$ cat config.mk
export PLATFORM = sky130hd
export DESIGN_NAME = idr_fu_flat
export DESIGN_NICKNAME = d
export VERILOG_FILES = /design/src/rtl/cpu_params_pkg.sv /design/src/rtl/cpu_structs_pkg.sv /design/src/rtl/idr_fu_pkg.sv /design/src/rtl/idr_fu_if.sv /design/src/rtl/idr_fu.sv /design/src/flat_wrapper.sv
export SDC_FILE = /design/constraint.sdc
export NUM_CORES = 1
export LEC_CHECK = 0
export ABC_AREA = 0
export BUFFER_PORTS_ARGS = -buffer_cell sky130_fd_sc_hd__buf_2
export CAP_MARGIN = 20
export CORE_ASPECT_RATIO = 1.1
export CORE_MARGIN = 10
export CORE_UTILIZATION = 45
export DETAILED_ROUTE_END_ITERATION = 6
export GPL_TIMING_DRIVEN = 0
export SETUP_SLACK_MARGIN = 0.1
export SLEW_MARGIN = 40
export SYNTH_ARGS = -nofsm -noshare
export SYNTH_HDL_FRONTEND = slang
export SYNTH_SLANG_ARGS = --single-unit
$ cat constraint.sdc
create_clock -name clk_in -period 7.5 [get_ports clk_in]
set_input_delay 0.375 -clock clk_in [delete_from_list [all_inputs] [get_ports clk_in]]
set_output_delay 0.375 -clock clk_in [all_outputs]
set_load 0.01 [all_outputs]
$ cat src/rtl/cpu_params_pkg.sv
// Core-wide sizing constants shared by the execute-stage functional units.
//   RSZ       : architectural register width
//   DIV_STEPS : number of radix-2 iterations for a full-width divide
package cpu_params_pkg;
  localparam int RSZ       = 32;
  localparam int DIV_STEPS = 32;
endpackage

$ cat src/rtl/cpu_structs_pkg.sv
// Core-wide enumerated types.
//   IDR_OP_TYPE : integer divide/remainder operation selector (RV32M subset)
package cpu_structs_pkg;
  typedef enum logic [1:0] {
    DIV  = 2'd0,
    DIVU = 2'd1,
    REM  = 2'd2,
    REMU = 2'd3
  } IDR_OP_TYPE;
endpackage

$ cat src/rtl/idr_fu_pkg.sv
// Helper functions for the integer divide/remainder unit.
//   is_signed_op : DIV/REM treat operands as two's complement
//   mag          : absolute value when sgn is set, raw value otherwise
package idr_fu_pkg;
  import cpu_params_pkg::*;
  import cpu_structs_pkg::*;

  function automatic logic is_signed_op(input IDR_OP_TYPE op);
    return (op == DIV) || (op == REM);
  endfunction

  function automatic logic [RSZ-1:0] mag(input logic [RSZ-1:0] v, input logic sgn);
    return (sgn && v[RSZ-1]) ? (~v + 1'b1) : v;
  endfunction
endpackage

$ cat src/rtl/idr_fu_if.sv
// Execute-stage integer divide/remainder port.
//   Rs1_data  : dividend                 (master -> slave)
//   Rs2_data  : divisor                  (master -> slave)
//   op        : DIV / DIVU / REM / REMU  (master -> slave)
//   start     : request, taken only when the unit is idle
//   quotient  : registered quotient      (slave -> master)
//   remainder : registered remainder     (slave -> master)
//   done      : one-cycle completion pulse
interface IDRFU_intf;
  import cpu_params_pkg::*;
  import cpu_structs_pkg::*;

  logic [RSZ-1:0] Rs1_data;
  logic [RSZ-1:0] Rs2_data;
  IDR_OP_TYPE     op;
  logic           start;
  logic [RSZ-1:0] quotient;
  logic [RSZ-1:0] remainder;
  logic           done;

  modport master (output Rs1_data, Rs2_data, op, start,
                  input  quotient, remainder, done);
  modport slave  (input  Rs1_data, Rs2_data, op, start,
                  output quotient, remainder, done);
endinterface

$ cat src/rtl/idr_fu.sv
// Iterative radix-2 restoring integer divider (RV32M DIV/DIVU/REM/REMU).
// A request taken in IDLE latches operand magnitudes and sign flags, runs
// DIV_STEPS restoring steps in CALC, then fixes signs and publishes both
// quotient and remainder in FIX together with a one-cycle done pulse.
// Divide-by-zero and signed overflow skip CALC and go straight to FIX.
//   clk_in      : clock, rising edge
//   reset_n_in  : synchronous active-low reset
//   idr         : IDRFU_intf slave (operands/op/start in, results/done out)
module idr_fu
  import cpu_params_pkg::*;
  import cpu_structs_pkg::*;
  import idr_fu_pkg::*;
(
  input  logic      clk_in,
  input  logic      reset_n_in,
  IDRFU_intf.slave  idr
);

  typedef enum logic [1:0] {IDLE, CALC, FIX} state_t;

  state_t         r_state;
  logic [5:0]     r_cnt;
  IDR_OP_TYPE     r_op;
  logic [RSZ-1:0] r_dvs;        // divisor magnitude
  logic [RSZ-1:0] r_quo;        // dividend bits shift out MSB-first, quotient bits shift in
  logic [RSZ-1:0] r_rem;        // partial remainder
  logic           r_neg_q;
  logic           r_neg_r;
  logic           r_special;    // result already final, no sign fix
  logic [RSZ-1:0] r_quotient;
  logic [RSZ-1:0] r_remainder;
  logic           r_done;

  // Request decode, only meaningful while IDLE.
  logic           w_sgn;
  logic [RSZ-1:0] w_a_mag;
  logic [RSZ-1:0] w_b_mag;
  logic           w_div0;
  logic           w_ovf;

  always_comb begin
    w_sgn   = is_signed_op(idr.op);
    w_a_mag = mag(idr.Rs1_data, w_sgn);
    w_b_mag = mag(idr.Rs2_data, w_sgn);
    w_div0  = (idr.Rs2_data == '0);
    w_ovf   = w_sgn && (idr.Rs1_data == {1'b1, {(RSZ-1){1'b0}}})
                    && (idr.Rs2_data == '1);
  end

  // One restoring step. The shifted partial remainder needs RSZ+1 bits;
  // one extra bit on the difference gives the borrow that decides the
  // quotient bit.
  logic [RSZ:0]   w_shift;
  logic [RSZ+1:0] w_diff;
  logic           w_qbit;
  logic [RSZ-1:0] w_rem_nxt;
  logic [RSZ-1:0] w_quo_nxt;

  always_comb begin
    w_shift   = {r_rem, r_quo[RSZ-1]};
    w_diff    = {1'b0, w_shift} - {2'b00, r_dvs};
    w_qbit    = ~w_diff[RSZ+1];
    w_rem_nxt = w_qbit ? w_diff[RSZ-1:0] : w_shift[RSZ-1:0];
    w_quo_nxt = {r_quo[RSZ-2:0], w_qbit};
  end

  // Sign fix applies only to real signed iterations.
  logic w_fix_sgn;
  assign w_fix_sgn = is_signed_op(r_op) && !r_special;

  always_ff @(posedge clk_in) begin
    if (!reset_n_in) begin
      r_state     <= IDLE;
      r_cnt       <= '0;
      r_op        <= DIV;
      r_dvs       <= '0;
      r_quo       <= '0;
      r_rem       <= '0;
      r_neg_q     <= 1'b0;
      r_neg_r     <= 1'b0;
      r_special   <= 1'b0;
      r_quotient  <= '0;
      r_remainder <= '0;
      r_done      <= 1'b0;
    end else begin
      r_done <= 1'b0;
      case (r_state)
        IDLE: begin
          if (idr.start) begin
            r_op    <= idr.op;
            r_dvs   <= w_b_mag;
            r_cnt   <= '0;
            r_neg_q <= idr.Rs1_data[RSZ-1] ^ idr.Rs2_data[RSZ-1];
            r_neg_r <= idr.Rs1_data[RSZ-1];
            if (w_div0) begin
              r_special <= 1'b1;
              r_quo     <= '1;
              r_rem     <= idr.Rs1_data;
              r_state   <= FIX;
            end else if (w_ovf) begin
              r_special <= 1'b1;
              r_quo     <= idr.Rs1_data;
              r_rem     <= '0;
              r_state   <= FIX;
            end else begin
              r_special <= 1'b0;
              r_quo     <= w_a_mag;
              r_rem     <= '0;
              r_state   <= CALC;
            end
          end
        end
        CALC: begin
          r_rem <= w_rem_nxt;
          r_quo <= w_quo_nxt;
          r_cnt <= r_cnt + 6'd1;
          if (r_cnt == 6'(DIV_STEPS - 1)) r_state <= FIX;
        end
        FIX: begin
          r_quotient  <= (w_fix_sgn && r_neg_q) ? (~r_quo + 1'b1) : r_quo;
          r_remainder <= (w_fix_sgn && r_neg_r) ? (~r_rem + 1'b1) : r_rem;
          r_done      <= 1'b1;
          r_state     <= IDLE;
        end
        default: r_state <= IDLE;
      endcase
    end
  end

  assign idr.quotient  = r_quotient;
  assign idr.remainder = r_remainder;
  assign idr.done      = r_done;

endmodule
$ cat src/flat_wrapper.sv
// flat-port wrapper written by rule: the top's interface ports become plain ports
module idr_fu_flat import cpu_params_pkg::*; import cpu_structs_pkg::*; import idr_fu_pkg::*;
  (clk_in, reset_n_in, idr_Rs1_data, idr_Rs2_data, idr_op, idr_start, idr_quotient, idr_remainder, idr_done);
  IDRFU_intf idr_i ();
  input  logic clk_in;
  input  logic reset_n_in;
  input wire logic [$bits(idr_i.Rs1_data)-1:0] idr_Rs1_data;
  input wire logic [$bits(idr_i.Rs2_data)-1:0] idr_Rs2_data;
  input wire logic [$bits(idr_i.op)-1:0] idr_op;
  input wire logic [$bits(idr_i.start)-1:0] idr_start;
  output wire logic [$bits(idr_i.quotient)-1:0] idr_quotient;
  output wire logic [$bits(idr_i.remainder)-1:0] idr_remainder;
  output wire logic [$bits(idr_i.done)-1:0] idr_done;
  assign idr_i.Rs1_data = idr_Rs1_data;
  assign idr_i.Rs2_data = idr_Rs2_data;
  assign idr_i.op = idr_op;
  assign idr_i.start = idr_start;
  assign idr_quotient = idr_i.quotient;
  assign idr_remainder = idr_i.remainder;
  assign idr_done = idr_i.done;
  idr_fu u_core (.clk_in(clk_in), .reset_n_in(reset_n_in), .idr(idr_i));
endmodule
# Yosys cells after proc, flatten, opt, wreduce, memory -nomap -nowiden
# Cells that the tools add are included.
[word_totals]
reg_bits = 174
latch_bits = 0
ramBits = 0
romBits = 0
output_inout_bits = 65
memories = 0
[classes]
addsub = 6
mul = 0
div_mod_pow = 0
n_lt_le_gt_ge = 0
eq_ne = 9
shifts = 0
n_mux = 22
n_bitwise = 6
reduce_logical = 18
[op_table]
columns = ["op", "n"]
rows = [
  ["32-bit two-way mux", 10],
  ["32-bit by 1-bit adder with 32-bit output, second input constant", 4],
  ["32-bit NOT", 4],
  ["32-bit case mux with 2 select lines", 2],
  ["32-bit == test, second input constant", 2],
  ["33-bit by 32-bit subtractor with 34-bit output", 1],
  ["32-bit zero test", 1],
  ["6-bit case mux with 2 select lines", 1],
  ["2-bit two-way mux", 4],
  ["1-bit logical AND", 7],
  ["6-bit by 1-bit adder with 6-bit output, second input constant", 1],
  ["2-bit == test, second input constant", 3],
  ["6-bit by 5-bit == test with 1-bit output, second input constant", 1],
  ["2-bit zero test", 3],
  ["6-bit two-way mux", 1],
  ["2-bit AND reduction", 3],
  ["2-bit case mux with 2 select lines", 1],
  ["1-bit two-way mux", 3],
  ["2-bit by 1-bit == test with 1-bit output, second input constant", 1],
  ["1-bit logical OR", 2],
  ["2-bit by 1-bit != test with 1-bit output, second input constant", 1],
  ["2-bit != test, second input constant", 1],
  ["2-bit nonzero test", 1],
  ["1-bit zero test", 1],
  ["other kinds (2)", 2],
]

# Longest topological paths before layout
[depth]
word_depth = 8
mapped_depth = 13

# Least setup slack after synthesis
# OpenSTA, ideal clock, no wires.
[synth_path]
path_kind = "register to register"
from = "reg u_core.r_rem[7]"
to = "reg u_core.r_rem[26]"
t_arrival_ps = 2655
t_required_ps = 7426
setup_slack_ps = 4771
path_stages_with_launch = 12
path_buffers = 2
synth_period_minus_slack_ps = 2729
cell_sequence = "dfxtp_1 -> ha_1 -> buf_2 -> nand3_1 -> o211a_1 -> o21ba_2 -> a211oi_2 -> o2111a_1 -> o31a_1 -> buf_2 -> or4b_1 -> a31oi_1"
[synth_between]
elab_chain_len = 3
[synth_rtl]
columns = ["element", "line", "source"]
rows = [
  ["from (decl)", "idr_fu.sv:26", "logic [RSZ-1:0] r_rem;"],
  ["from (signal assigned)", "idr_fu.sv:98", "r_rem <= idr.Rs1_data;"],
  ["from (signal assigned)", "idr_fu.sv:114", "r_rem <= w_rem_nxt;"],
  ["33-bit by 32-bit subtractor with 34-bit output", "idr_fu.sv:61", "w_diff = {1'b0, w_shift} - {2'b00, r_dvs};"],
  ["32-bit two-way mux", "idr_fu.sv:63", "w_rem_nxt = w_qbit ? w_diff[RSZ-1:0] : w_shift[RSZ-1:0];"],
  ["32-bit case mux with 2 select lines", "idr_fu.sv:87", "case (r_state)"],
]
# Every way passes these cells.
# A chain may end at the register's enable or synchronous reset.

# Final worst setup path
[layout_path]
from = "reg u_core.r_rem[21]"
to = "reg u_core.r_rem[21]"
# Same word-level chain as after synthesis.

==> impl_results.md <==
- Status: complete, no violations
- Most frequent cells in the layout: 183 x nand2_1, 173 x dfxtp_1, 141 x buf_2
- Worst-Margin Slew: 0.8866 ns
- Clock buffer depth: 2
- Synthesized-area fraction occupied by adder cells: 4.201%
- Commonest non-fill, non-tap cell in the layout: nand2_1
- Largest family of logic cells by synthesized area: compound AO/OA/AOI/OAI gates
- Number of synthesis warnings: 0
- Final TNS setup: 0 ns
- Vias in the first global route: 11.19k
- Nets@finish: 1757
- Synth Area in XOR/XNOR: 9.134%
- Worst Path Required: 7.88 ns
- Initial antenna violation count: 0
- Die height: 189.8 um
- Crit path max fanout: 10
- Post-CTS sizing: 0
- Routed wire length: 42.26 mm
- Layout cell share with drive strength beyond 1: 12.88%
- Post-synth ARST share: 0%
- Overflow after GRT: 0
- Final critical-path required period: 3.502 ns
- Rows: 62
- CTS Hold Bufs: 0
- Largest net degree at the start of global routing: 20
- DP Wirelength: 33.88 mm
- Clock transition at the registers of the reported paths: 0.08 ns
- Seq cells post-synth: 173
- Number of port buffers: 132
- Initial drt markers: 1078
- DRC Markers: 0
- Core area: 0.02599 mm^2
- Cell Pwr Density: 227.2 mW/mm^2
- Routability congestion estimate: 0.9749
- Relative slew margins: 40.40%
- Antenna Nets Post-Route: 0
- WS Path Type: register to register
- # placed instances: 1982
- Sink Count: 173
- Leak: 6.099 nW
- Syn_nets: 1606
- Post-Synth Simple-Gate Area: 22.11%
- H-tree lvl count: 4
- Clock root cell: clkbuf_16
- Startpoint Class: register
- CTS Buf Count: 17
- Vias per std cell: 5.900
- Routed via count: 11.89k
- Area Overhead vs Synth: 14.61%
- Cell area after synthesis: 0.01179 mm^2
- Mux share of post-synthesis cell area: 0.2546%
- Starting Density: 45.38%
- Tcrit/Tclk final: 46.69%
- First-pass GRT wire length: 64.84 mm
- Hold Violations, Final: 0
- Gr usage total: 24.74%
- Crit end category: register
- CTS tree: built
- Yosys cell types: 76
- Wire length per cell: 20.97 um
- Number of flops mapped to enable cells by yosys: 0
- Setup violators final: 0
- Worst Skew: 0.009818 ns
- Worst-Skew Late Latency: 0.45 ns
- HP Class: input port to register
- Synth Area in Compound Gates: 29.43%
- F_max: 285.6 MHz
- VDD IR max: 0.1470 mV
- Cells after Synth: 1498
- Top Ports: 134
- Sequential cell area fraction in the yosys report: 29.37%
- Max cap viols: 0
- Top_reg_cell synth: dfxtp_1
- WP data arrival: 3.88 ns
- Die area: 0.03309 mm^2
- Synthesized area per cell: 7.873 um^2
- Pins Over Slew Limit: 0
- TritonRoute pass-1 iters: 5
- RSZ-0062 raised after global routing: false
- Die Span X: 174.4 um
- Setup bufs post-CTS: 0
- Fin cells: 2015
[per-stage QoR]
stage | util (%) | setup slack, ns | instance area, um^2 | total power [W] | hold slack, ns
final | 52.01 | 3.998 | 13520 | 0.003071 | 0.2286
after global routing | 52.00 | 3.788 | 13510 | 0.003235 | 0.2445
after CTS | 52.00 | 4.097 | 13510 | 0.003066 | 0.2150
after detailed placement | 49.70 | 4.129 | 12910 | 0.002171 | 0.4602
after global placement | 49.62 | 4.175 | 12890 | 0.002161 | 0.4567
after floorplan | - | 4.771 | 11790 | 0.001835 | 0.4434
[kinds of logic after synthesis]
kind of cell    after synthesis
mux                           3
xor+xnor                    123
buf+inv                     161
flops                       173
compound gates              496
fa+ha+maj                    39
simple gates                503
[per-layer routing]
metal	share of wire (%)	vias to the layer above	global-route usage (%)	wire (um)
met4	2.4	0	7.996	1035
li1	-	5798	-	-
met1	47	5619	33.92	19690
met2	44	415	38.99	18750
met5	0	-	0	0
met3	6.6	57	3.887	2779
[cells in the mapped netlist, drive strengths merged (3+ instances only)]
library cell,n,area share (%)
a211o,3,0.22
a211oi,4,0.30
a21boi,33,2.1
a21o,6,0.38
a21oi,115,4.9
a221oi,6,0.50
a311oi,3,0.22
a31oi,39,2.1
a41oi,7,0.52
and2,18,0.97
and3,13,0.69
and3b,3,0.22
and4,3,0.22
buf,18,0.95
clkbuf,81,2.6
dfxtp,173,29
ha,38,4.0
inv,62,2.0
mux2i,3,0.25
nand2,183,5.8
nand2b,13,0.69
nand3,61,2.6
nand3b,6,0.38
nand4,15,0.92
nor2,69,2.2
nor2b,20,1.1
nor3,37,1.6
nor3b,5,0.36
nor4,20,1.7
o211a,82,7.0
o211ai,7,0.45
o21a,10,0.64
o21ai,105,4.6
o21bai,4,0.25
o221ai,26,1.9
o22ai,3,0.16
o31ai,17,1.1
o41ai,10,0.87
or3,17,1.0
or4,13,0.95
xnor2,64,4.8
xor2,59,4.4
[cell type report]
type                       count  area [um^2]
fill                        2587        12470
multi-input combinational   1164         7701
sequential                   173         3463
tap                          352        440.4
buffer                        99        417.9
inverter                      62        232.7
clock inverter                15        172.7
timing repair buffer         132        660.6
clock buffer                  17        425.4
antenna                        1        2.502
[state kept, by name, indices dropped and copies added, names as in the netlist]
name,flops
u_core.r_neg_r,1
u_core.idr.remainder,32
u_core.r_quo,32
u_core.r_cnt,6
u_core.r_rem,32
u_core.r_special,1
u_core.r_dvs,32
u_core.r_neg_q,1
u_core.idr.done,1
u_core.r_state,2
u_core.idr.quotient,32
u_core.r_op,1
[report_power, final]
| part | total [W] | internal (W) | switching (W) |
|---|---|---|---|
| logic | 0.00108 | 0.000405 | 0.000671 |
| registers | 0.00110 | 0.000995 | 0.000102 |
| clock network | 0.000899 | 0.000448 | 0.000451 |
[final timing paths]
| kind | start | to | slack [ns] | depth (start not counted) |
|---|---|---|---|---|
| worst max-delay path | u_core.r_rem[21] | u_core.r_rem[21] | 4.00 | 11 |
| worst min-delay path | idr_Rs2_data[0] | u_core.r_dvs[0] | 0.23 | 3 |
| worst max register to register | u_core.r_rem[21] | u_core.r_rem[21] | 4.00 | 11 |
| worst min register to register | u_core.r_op[0] | u_core.r_op[0] | 0.47 | 2 |
[worst max-delay path: stages, from the launching register on]
cell and delay, ns:
dfxtp_1 0.50, ha_1 0.28, buf_2 0.18, and2_1 0.17, clkbuf_1 0.16, a221o_1 0.38
a221oi_2 0.38, nor2_1 0.11, nor3_2 0.50, clkbuf_1 0.46, nand3_1 0.14, a31oi_1 0.16
No activity file was read; power rests on OpenSTA's default activity.
